## src/rtl/core_lsu.sv

```systemverilog
// Load/store unit: one data-bus transaction per accepted load/store, with byte lanes and extension.
// Optional LSU_MISALIGN_TRAP_EN: misaligned halfword/word accesses complete with o_err, no bus cycle.
`timescale 1ns/1ps
module core_lsu (
    input  logic        i_clk,
    input  logic        i_rst,
    input  logic        i_valid,
    input  logic [6:0]  i_opcode,
    input  logic [2:0]  i_funct3,
    input  logic [31:0] i_addr,
    input  logic [31:0] i_wdata,
    output logic        o_busy,
    output logic        o_done,
    output logic        o_err,
    output logic [31:0] o_rdata,
    output logic        o_bus_req,
    output logic        o_bus_we,
    output logic [31:0] o_bus_addr,
    output logic [3:0]  o_bus_be,
    output logic [31:0] o_bus_wdata,
    input  logic        i_bus_gnt,
    input  logic        i_bus_rvalid,
    input  logic [31:0] i_bus_rdata
);

    localparam logic [1:0] StIdle = 2'd0;
    localparam logic [1:0] StReq  = 2'd1;
    localparam logic [1:0] StWait = 2'd2;
    localparam logic [1:0] StDone = 2'd3;

    localparam logic [6:0] OpLoad  = 7'b0000011;
    localparam logic [6:0] OpStore = 7'b0100011;

    logic [1:0]  state_q, state_d;
    logic        err_q, err_d;
    logic        is_load_q, is_load_d;
    logic [2:0]  funct3_q, funct3_d;
    logic [1:0]  lane_q, lane_d;
    logic [31:0] bus_addr_q, bus_addr_d;
    logic [3:0]  bus_be_q, bus_be_d;
    logic [31:0] bus_wdata_q, bus_wdata_d;
    logic        bus_we_q, bus_we_d;
    logic [31:0] rdata_q, rdata_d;

    logic        is_ld, is_st, f3_legal, misalign;
    logic [3:0]  be_new;
    logic [31:0] wdata_new;
    logic [7:0]  rd_byte;
    logic [15:0] rd_half;
    logic [31:0] rd_ext;

    assign is_ld = (i_opcode == OpLoad);
    assign is_st = (i_opcode == OpStore);

    always_comb begin
        case (i_funct3)
            3'b000, 3'b001, 3'b010: f3_legal = 1'b1;
            3'b100, 3'b101:         f3_legal = is_ld;
            default:                f3_legal = 1'b0;
        endcase
    end

`ifdef LSU_MISALIGN_TRAP_EN
    always_comb begin
        case (i_funct3[1:0])
            2'b01:   misalign = i_addr[0];
            2'b10:   misalign = |i_addr[1:0];
            default: misalign = 1'b0;
        endcase
    end
`else
    assign misalign = 1'b0;
`endif

    // Lane selection ignores address bits below the access size.
    always_comb begin
        case (i_funct3[1:0])
            2'b00: begin
                be_new    = 4'b0001 << i_addr[1:0];
                wdata_new = {4{i_wdata[7:0]}};
            end
            2'b01: begin
                be_new    = i_addr[1] ? 4'b1100 : 4'b0011;
                wdata_new = {2{i_wdata[15:0]}};
            end
            default: begin
                be_new    = 4'b1111;
                wdata_new = i_wdata;
            end
        endcase
    end

    always_comb begin
        case (lane_q)
            2'd0:    rd_byte = i_bus_rdata[7:0];
            2'd1:    rd_byte = i_bus_rdata[15:8];
            2'd2:    rd_byte = i_bus_rdata[23:16];
            default: rd_byte = i_bus_rdata[31:24];
        endcase
        rd_half = lane_q[1] ? i_bus_rdata[31:16] : i_bus_rdata[15:0];
        case (funct3_q)
            3'b000:  rd_ext = {{24{rd_byte[7]}}, rd_byte};
            3'b001:  rd_ext = {{16{rd_half[15]}}, rd_half};
            3'b100:  rd_ext = {24'd0, rd_byte};
            3'b101:  rd_ext = {16'd0, rd_half};
            default: rd_ext = i_bus_rdata;
        endcase
    end

    always_comb begin
        state_d     = state_q;
        err_d       = err_q;
        is_load_d   = is_load_q;
        funct3_d    = funct3_q;
        lane_d      = lane_q;
        bus_addr_d  = bus_addr_q;
        bus_be_d    = bus_be_q;
        bus_wdata_d = bus_wdata_q;
        bus_we_d    = bus_we_q;
        rdata_d     = rdata_q;
        case (state_q)
            StIdle: begin
                if (i_valid && (is_ld || is_st)) begin
                    is_load_d = is_ld;
                    funct3_d  = i_funct3;
                    lane_d    = i_addr[1:0];
                    err_d     = !f3_legal || misalign;
                    if (!f3_legal || misalign) begin
                        state_d = StDone;
                    end else begin
                        state_d     = StReq;
                        bus_addr_d  = {i_addr[31:2], 2'b00};
                        bus_be_d    = be_new;
                        bus_wdata_d = wdata_new;
                        bus_we_d    = is_st;
                    end
                end
            end
            StReq: begin
                if (i_bus_gnt) begin
                    if (!is_load_q) begin
                        state_d = StDone;
                    end else if (i_bus_rvalid) begin
                        rdata_d = rd_ext;
                        state_d = StDone;
                    end else begin
                        state_d = StWait;
                    end
                end
            end
            StWait: begin
                if (i_bus_rvalid) begin
                    rdata_d = rd_ext;
                    state_d = StDone;
                end
            end
            StDone: begin
                state_d = StIdle;
            end
        endcase
    end

    always_ff @(posedge i_clk or posedge i_rst) begin
        if (i_rst) begin
            state_q     <= StIdle;
            err_q       <= 1'b0;
            is_load_q   <= 1'b0;
            funct3_q    <= 3'd0;
            lane_q      <= 2'd0;
            bus_addr_q  <= 32'd0;
            bus_be_q    <= 4'd0;
            bus_wdata_q <= 32'd0;
            bus_we_q    <= 1'b0;
            rdata_q     <= 32'd0;
        end else begin
            state_q     <= state_d;
            err_q       <= err_d;
            is_load_q   <= is_load_d;
            funct3_q    <= funct3_d;
            lane_q      <= lane_d;
            bus_addr_q  <= bus_addr_d;
            bus_be_q    <= bus_be_d;
            bus_wdata_q <= bus_wdata_d;
            bus_we_q    <= bus_we_d;
            rdata_q     <= rdata_d;
        end
    end

    assign o_busy      = (state_q != StIdle);
    assign o_done      = (state_q == StDone);
    assign o_err       = (state_q == StDone) && err_q;
    assign o_bus_req   = (state_q == StReq);
    assign o_bus_we    = bus_we_q;
    assign o_bus_addr  = bus_addr_q;
    assign o_bus_be    = bus_be_q;
    assign o_bus_wdata = bus_wdata_q;
    assign o_rdata     = rdata_q;

endmodule

```

## config.mk

```make
export PLATFORM = sky130hd
export DESIGN_NAME = core_lsu
export DESIGN_NICKNAME = d
export VERILOG_FILES = /design/src/rtl/core_lsu.sv
export SDC_FILE = /design/constraint.sdc
export NUM_CORES = 1
export LEC_CHECK = 0
export ABC_AREA = 1
export CORE_MARGIN = 2
export CORE_UTILIZATION = 30
export DETAILED_ROUTE_END_ITERATION = 10
export HOLD_SLACK_MARGIN = 0.12
export PLACE_DENSITY = 0.62
export SLEW_MARGIN = 25
export SYNTH_ARGS = -nofsm -noshare
export SYNTH_HDL_FRONTEND = slang
export SYNTH_SLANG_ARGS = --single-unit
```

## constraint.sdc

```tcl
create_clock -name i_clk -period 9.2 [get_ports i_clk]
set_input_delay 1.84 -clock i_clk [delete_from_list [all_inputs] [get_ports i_clk]]
set_output_delay 1.84 -clock i_clk [all_outputs]
set_load 0.005 [all_outputs]
```

**After elaboration in Yosys (flattened, before gate mapping)**

Index checks and enable logic that the tools add are counted.

- Bits in registers: 108
- Input bits: 111
- Output and inout port bits: 105
- Logic and storage cells: 65

- Eq/ne operators: 19
- Shift-type cells: 1
- Mux-type cells: 18
- Reductions and logical operators: 17

Operators by type and width:

| cell | count |
|---|---|
| 32-bit one-hot mux with 2 select lines | 2 |
| 32-bit one-hot mux with 4 select lines | 1 |
| 32-bit 2-to-1 mux | 3 |
| 8-bit one-hot mux with 3 select lines | 1 |
| 16-bit 2-to-1 mux | 1 |
| 3-bit equality test, second input constant | 4 |
| 3-bit AND reduction | 3 |
| 2-bit 2-to-1 mux | 4 |
| 2-bit one-hot mux with 4 select lines | 1 |
| 4-bit one-hot mux with 2 select lines | 1 |
| 7-bit by 2-bit equality test with 1-bit output, second input constant | 1 |
| 7-bit by 6-bit equality test with 1-bit output, second input constant | 1 |
| 2-bit by 1-bit equality test with 1-bit output, second input constant | 3 |
| 2-bit equality test, second input constant | 3 |
| 3-bit by 1-bit equality test with 1-bit output, second input constant | 2 |
| 2-bit zero test | 3 |
| 3-bit zero test | 2 |
| 4-bit 2-to-1 mux | 1 |
| 2-bit by 1-bit != test with 1-bit output, second input constant | 2 |
| 2-bit != test, second input constant | 2 |
| 2-bit nonzero test | 2 |
| 1-bit by 2-bit left shift with 4-bit output, first input constant | 1 |
| 3-bit by 2-bit equality test with 1-bit output, second input constant | 1 |
| 3-bit OR reduction | 1 |
| other kinds (7) | 9 |

**Logic depth before layout (Yosys ltp)**

Gate-level depths: netlist of run 1.

- Word-level depth: 7
- Mapped depth: 11
- Depth with buffers taken out: 9

**Least setup slack after synthesis of run 1**

No wires, ideal clock.

- Kind: input to register
- Start point: input port i_opcode[2]
- End point: register bus_addr_q[10], in the netlist o_bus_addr[10]
- Setup time: 0.116 ns
- Data arrival time: 2.748 ns
- Required time: 9.084 ns
- Slack: 6.336 ns
- Stages: 10
- Buffers on the path: 2
- Path through: inv_1 > nand2_1 > nor2_2 > nand2_1 > nor2_4 > nand2_2 > buf_6 > buf_6 > nand2_1 > nand2_1

- Word-level cells in the longest chain between the ends: 4
- Elaborated cells on any way between the ends: 6
- Those cells by class: eq/ne: 2; mux: 1; reduce/logical: 3

Ends and longest elaborated chain:

| what | line | text |
|---|---|---|
| from (decl) | 8 | `input logic [6:0] i_opcode,` |
| branches (longest 3 deep; another with 7-bit by 2-bit equality test with 1-bit output) | - |  |
| 3-bit AND reduction (no line) (*) | - |  |
| to (signal assigned) | 181 | `bus_addr_q <= bus_addr_d;` |
| to (decl) | 39 | `logic [31:0] bus_addr_q, bus_addr_d;` |

Mark *: on every way between the ends.
A chain may end at the register's enable or synchronous reset.

**Worst setup path after layout of run 1**

- Start point: input port i_funct3[1]
- End point: register bus_wdata_q[26], in the netlist o_bus_wdata[26]

- Word-level cells in the longest chain between the ends: 4
- Elaborated cells on any way between the ends: 12
- Those cells by class: eq/ne: 5; mux: 2; reduce/logical: 5

Ends and longest elaborated chain:

| what | line | text |
|---|---|---|
| from (decl) | 9 | `input logic [2:0] i_funct3,` |
| 3-bit by 1-bit equality test with 1-bit output, or another cell as far along | 56 | `case (i_funct3)` |
| 3-bit OR reduction or 2-bit OR reduction (tied branches) | 56 |  |
| 1-bit one-hot mux with 2 select lines | 56 |  |
| 3-bit AND reduction (no line) | - |  |
| to (signal assigned) | 183 | `bus_wdata_q <= bus_wdata_d;` |
| to (decl) | 41 | `logic [31:0] bus_wdata_q, bus_wdata_d;` |

Parallel ways exist; a longest one is shown, timed or not.

==> results of run 1 <==
[logic make-up after synthesis]
logic type | count (synthesis)
buffers and inverters | 117
other | 1
AND/OR/NAND/NOR | 464
flip-flops | 108
AO/OA/AOI/OAI | 65
adder cells (fa/ha/maj) | 4
[power groups by stage]
| stage | Combinational [mW] | Clock [mW] | Sequential (mW) |
|---|---|---|---|
| after floorplan | 0.312 | 0 | 0.641 |
| after CTS | 0.620 | 0.413 | 0.642 |
| after detailed placement | 0.617 | 0 | 0.650 |
| after global placement | 0.612 | 0 | 0.648 |
| final | 0.613 | 0.398 | 0.640 |
| after global routing | 0.685 | 0.430 | 0.655 |
[layer usage]
layer	share of wire [%]	wire, um	global-route usage [%]	up-vias
li1	-	-	-	2727
met1	43	7560	22.8	2535
met2	44	7750	27.3	206
met3	11	1950	6.74	17
met4	1.6	276	5.32	0
met5	0	0	0	-
[worst max-delay path: cells and delay by family]
kind / cells / cell delay (ps)
buffers and inverters: 4 / 1420
AND/OR/NAND/NOR: 5 / 650
[placed cells by master, fill, tap and decap left out, types with 6 or more instances in the layout]
cell type / instances
a21oi_1: 17
buf_4: 6
clkbuf_16: 9
clkdlybuf4s50_1: 213
dfrtp_1: 108
inv_1: 66
nand2_1: 310
nand3_1: 100
nor2_1: 29
o211ai_1: 11
o21ai_0: 34
or2_2: 13
[final timing paths]
kind                                             startpoint                           to  slack [ps]
worst max-delay path                            i_funct3[1]  o_bus_wdata[26]$_DFFE_PP0P_        5540
worst max register to register       state_q[1]$_DFFE_PP0P_      o_rdata[23]$_DFFE_PP0P_        7050
max in group asynchronous                             i_rst      o_bus_be[2]$_DFFE_PP0P_        6300
worst min register to register  o_bus_wdata[14]$_DFFE_PP0P_  o_bus_wdata[14]$_DFFE_PP0P_         470
min in group asynchronous                             i_rst    o_bus_addr[5]$_DFFE_PP0P_        1860
worst min-delay path            o_bus_wdata[14]$_DFFE_PP0P_  o_bus_wdata[14]$_DFFE_PP0P_         470
[through the flow]
step | util, % | power (mW) | hold slack [ps] | worst slack, ps
global placement | 43.1 | 1.26 | 454 | 5200
global route | 44.8 | 1.77 | 492 | 5290
floorplan | - | 0.953 | 464 | 4510
finish | 44.8 | 1.65 | 471 | 5540
detailed placement | 43.1 | 1.27 | 458 | 5120
CTS | 44.7 | 1.67 | 476 | 5510
[area by class of cell]
type | instances | area [um^2] | share of cell area (%)
inverter | 70 | 265 | 3.28
tap | 229 | 287 | 3.54
timing repair buffer | 220 | 2190 | 27.0
multi-input combinational | 535 | 2350 | 29.0
clock inverter | 7 | 81.3 | 1.00
sequential | 108 | 2700 | 33.4
clock buffer | 9 | 225 | 2.78
[registers in the layout (all words and copies together) (netlist names), 2 cells and up]
register     flops
o_bus_wdata     32
o_bus_addr      30
funct3_q         3
state_q          2
o_rdata         32
lane_q           2
o_bus_be         4
==> results.json, run 1 <==
{
  "run_status": "finished clean",
  "critical_path_class": "primary input to flop",
  "synth_flop_cell": "dfrtp_1",
  "num_vias": 5485,
  "tns_ps": 0,
  "stdcell_area_um2": 8100,
  "area_growth_pct": 45.2,
  "pwr-share-comb_pct": 37.1,
  "core_region_area_um2": 18100,
  "setup_violations": 0,
  "place.detailed.hpwl_um": 12400,
  "drtAntennaViolNets": 0,
  "yosysWarnings": 0,
  "hold_depth": 2,
  "cp.required_ps": 9490,
  "final_nets": 1059,
  "rsz0062_at_grt": "false",
  "power.density_nw_per_um2": 204,
  "htree_num_levels": 3,
  "p_int_mw": 1.09,
  "cts_tree": "built",
  "p_leak_nw": 4.10,
  "ctsResizeCount": 0,
  "die_x_um": 140,
  "cts_made_buffers": 9,
  "yosys.area_share.xor_xnor_pct": 0,
  "first_global_vias": 5343,
  "grt_overflow": 0,
  "n_fill_cell": 1835,
  "cts_max_path_buffers": 2,
  "ioPinCount": 216,
  "cp-start-kind": "primary input",
  "sequentialPowerShare_pct": 38.8,
  "drc": 0,
  "synthDistinctLibCells": 27,
  "pwr-share-clk_pct": 24.1,
  "synth_area_um2": 5580,
  "worstRegToRegCells": 10,
  "synthTopCellsByArea": "dfrtp_1 (48%), nand2_1 (21%), nand3_1 (9.0%)",
  "gp_congestion": 0.831,
  "synth_commonest_cells": "nand2_1 (311), dfrtp_1 (108), nand3_1 (100), inv_1 (67), o21ai_0 (34)",
  "clkLatencyLatePin_ps": 360,
  "fin_cells": 1178,
  "cp_max_fo": 52,
  "grt_usage_pct": 17.6,
  "tightest_slew_ps": 844,
  "cpPeakStageDelay_ps": 530,
  "via_per_inst": 4.66,
  "wl_um": 17500,
  "die_h_um": 140,
  "grt_max_degree": 81,
  "yosysTopAreaCell": "dfrtp_1",
  "synth_edf_count": 0,
  "crit_chain": "clkdlybuf4s50_1 > buf_4 > inv_2 > nand3_1 > nand2_2 > nand2_2 > buf_4 > nand2_1 > nand2_1",
  "place_area_um2": 7790,
  "cp_slowest_cell": "buf_4",
  "yosysSeqAreaShare_pct": 48.5,
  "clkTransAtPathRegs_ps": 70,
  "muxShareOfSynthArea_pct": 0,
  "cp-end-kind": "flop",
  "synthSimpleGateAreaFrac_pct": 34.6,
  "start_util_pct": 30.8,
  "drtIter0Drc": 185,
  "num_rows": 49,
  "hold_buffers": 0,
  "irDropWorstVdd_uv": 107,
  "finalClockSkew_ps": 9.23,
  "antenna_found_initial": 0,
  "dr.pass1.iters": 4,
  "n_antenna_cell": 0,
  "synth_top_area_share_pct": 48.5,
  "synthArstFlopShare_pct": 100,
  "fmax_mhz": 273,
  "numClockSinks": 108,
  "slew-limit-headroom_pct": 43.8,
  "hold_viol": 0,
  "p_sw_uw": 558,
  "routedWlPerCell_um": 14.9,
  "grt_first_pass_wirelength_um": 27700,
  "syn_avg_cell_area_um2": 7.35,
  "cap_violations": 0,
  "min_path_type": "flop to flop",
  "die-area_um2": 19700,
  "synth_top_family_by_area": "simple AND/OR/NAND/NOR gates",
  "ys_ff_latch": 108,
  "period_minus_slack_ps": 3660,
  "synth_adder_area_share_pct": 0.897,
  "switching_share_pct": 33.8,
  "netlist_instances": 759,
  "synth_compound_area_share_pct": 6.42,
  "slew_violations": 0,
  "cts_root_buf": "clkbuf_16",
  "postCtsSetupBuffers": 0,
  "yosysMostFrequentCell": "nand2_1",
  "io_buffers": 213,
  "drive_gt1_share_pct": 4.74,
  "dp_cells": 1162,
  "cp.arrival_ps": 3950,
  "period_share_pct": 39.8
}
(Power assumes the default switching activity.)
==> run 2, diff against run 1 <==
--- a/config.mk
+++ b/config.mk
@@ -10,7 +10,7 @@
 export CORE_UTILIZATION = 30
 export DETAILED_ROUTE_END_ITERATION = 10
 export HOLD_SLACK_MARGIN = 0.12
-export PLACE_DENSITY = 0.62
+export PLACE_DENSITY = 0.64
 export SLEW_MARGIN = 25
 export SYNTH_ARGS = -nofsm -noshare
 export SYNTH_HDL_FRONTEND = slang
==> constraint.sdc (replaced) <==
create_clock -name i_clk -period 3.31 [get_ports i_clk]
set_input_delay 0.662 -clock i_clk [delete_from_list [all_inputs] [get_ports i_clk]]
set_output_delay 0.662 -clock i_clk [all_outputs]
set_load 0.005 [all_outputs]
==> run 2 against run 1 <==
Net effect: critical path depth down 5; wire length rose by 0.69%; register-to-register slack worse by 5900 ps; flip-flop and latch count stayed put; combinational power rose to 2.8 times the previous value; die area stayed put; utilization is 0.090 points higher; non-clock buffer count up 3; critical path type is now flop to primary output; hold slack improved by 2.0 ps; largest power group unchanged; first-iteration DRC count increased by 49%; via count rose by 0.91%.
==> results.json, run 2 (synthesis results as in run 1) <==
{
  "period_minus_slack_ps": 2460,
  "cts_max_path_buffers": 2,
  "antenna_found_initial": 0,
  "grt_overflow": 0,
  "cpPeakStageDelay_ps": 530,
  "drtAntennaViolNets": 0,
  "gp_congestion": 0.807,
  "numClockSinks": 108,
  "multi_input_area_um2": 2350,
  "p_sw_mw": 1.54,
  "register_area_um2": 2700,
  "core_region_area_um2": 18100,
  "switching_share_pct": 33.6,
  "wl_met2_um": 7860,
  "wl_um": 17600,
  "start_util_pct": 30.8,
  "worst_hold_slack_ps": 473,
  "ioPinCount": 216,
  "area_growth_pct": 45.4,
  "pwr-share-comb_pct": 37.4,
  "die_h_um": 140,
  "postCtsSetupBuffers": 0,
  "min_path_type": "flop to flop",
  "dr.pass1.iters": 4,
  "drtIter0Drc": 276,
  "hold_viol": 0,
  "cts_tree": "built",
  "slew_violations": 0,
  "n_fill_cell": 1830,
  "die_x_um": 140,
  "cts_root_buf": "clkbuf_16",
  "met3_length_um": 1940,
  "drive_gt1_share_pct": 5.04,
  "io_buffers": 213,
  "slew-limit-headroom_pct": 44.7,
  "cts_made_buffers": 9,
  "critical_path_class": "flop to primary output",
  "irDropWorstVdd_uv": 255,
  "num_rows": 49,
  "ctsResizeCount": 0,
  "sequentialPowerShare_pct": 38.9,
  "first_global_vias": 5469,
  "final_nets": 1062,
  "n_antenna_cell": 0,
  "fin_cells": 1181,
  "layout_setup_ws_ps": 854,
  "die-area_um2": 19700,
  "routedWlPerCell_um": 14.9,
  "clkLatencyLatePin_ps": 360,
  "tightest_slew_ps": 830,
  "power.density_nw_per_um2": 565,
  "setup_violations": 0,
  "crit_chain": "inv_1 > ha_1 > inv_1 > clkdlybuf4s50_1",
  "finalClockSkew_ps": 11.4,
  "fmax_mhz": 407,
  "place.detailed.hpwl_um": 12500,
  "tns_ps": 0,
  "grt_first_pass_wirelength_um": 28600,
  "cp.required_ps": 2650,
  "layout_commonest_cell": "nand2_1",
  "pwr-share-clk_pct": 23.7,
  "num_vias": 5535,
  "fin_util_pct": 44.9,
  "dp_cells": 1165,
  "via_per_inst": 4.69,
  "cp-start-kind": "flop",
  "drc": 0,
  "clkTransAtPathRegs_ps": 80,
  "cp.arrival_ps": 1790,
  "rsz0062_at_grt": "false",
  "cp_max_fo": 6,
  "grt_usage_pct": 18.2,
  "final_cell_mix": "nand2_1 (310), clkdlybuf4s50_1 (213), dfrtp_1 (108), nand3_1 (100), inv_1 (66)",
  "cap_violations": 0,
  "cp-end-kind": "primary output",
  "hold_buffers": 0,
  "p_leak_nw": 4.11,
  "highest_layer": "met4",
  "htree_num_levels": 3,
  "cp_common_cell": "inv_1",
  "period_share_pct": 74.2,
  "run_status": "finished clean",
  "grt_max_degree": 81,
  "p_int_mw": 3.05,
  "dp_worst_setup_slack_ps": 631,
  "wl_met1_um": 7530,
  "cp_slowest_cell": "clkdlybuf4s50_1"
}
## run 2: changes by cell type in the layout (fill, tap and decap cells not counted), moves of 2 or more
cell,delta
buf_4,+3
clkinv_8,-2
clkinvlp_4,+2
inv_6,+3
inv_8,-2
## run 2: area by class of cell
cell class | instances | share of cell area (%)
Tap cell | 229 | 3.53
Clock buffer | 10 | 2.95
Timing Repair Buffer | 223 | 27.4
Inverter | 70 | 3.29
Multi-Input combinational cell | 535 | 28.9
Clock inverter | 6 | 0.632
Sequential cell | 108 | 33.3
## run 2: final timing paths
kind                                      startpoint                         end  slack (ps)  cells past startpoint
min in group asynchronous                      i_rst      o_rdata[8]$_DFFE_PP0P_         690                      2
min                        o_bus_addr[9]$_DFFE_PP0P_   o_bus_addr[9]$_DFFE_PP0P_         470                      2
max reg2reg                    lane_q[1]$_DFFE_PP0P_     o_rdata[18]$_DFFE_PP0P_        1140                      7
max in group asynchronous                      i_rst  o_bus_addr[17]$_DFFE_PP0P_        1780                      3
min reg2reg                o_bus_addr[9]$_DFFE_PP0P_   o_bus_addr[9]$_DFFE_PP0P_         470                      2
max                           state_q[0]$_DFFE_PP0P_                      o_busy         850                      4
## run 2: per-layer routing
layer	vias up	global-route usage, %
met1	2530	23.9
met2	252	28.0
li1	2733	-
met4	0	6.22
met3	20	6.39
met5	-	0
## run 2: critical path: cells and delay by family, from the launching register on
kind | cells | cell delay, ps
flip-flops | 1 | 440
adder cells (fa/ha/maj) | 1 | 260
buffers and inverters | 3 | 750
## run 2: metrics by stage
step	area, um^2	total power, mW
floorplan	5590	2.65
global placement	7820	3.51
detailed placement	7820	3.54
CTS	8110	4.64
global route	8110	4.92
finish	8110	4.59
## run 2: power by group through the flow
stage / clock, mW / sequential (mW) / combinational (mW)
floorplan: 0 / 1.78 / 0.869
global placement: 0 / 1.80 / 1.71
detailed placement: 0 / 1.81 / 1.73
CTS: 1.12 / 1.79 / 1.74
global route: 1.16 / 1.83 / 1.93
finish: 1.09 / 1.78 / 1.72
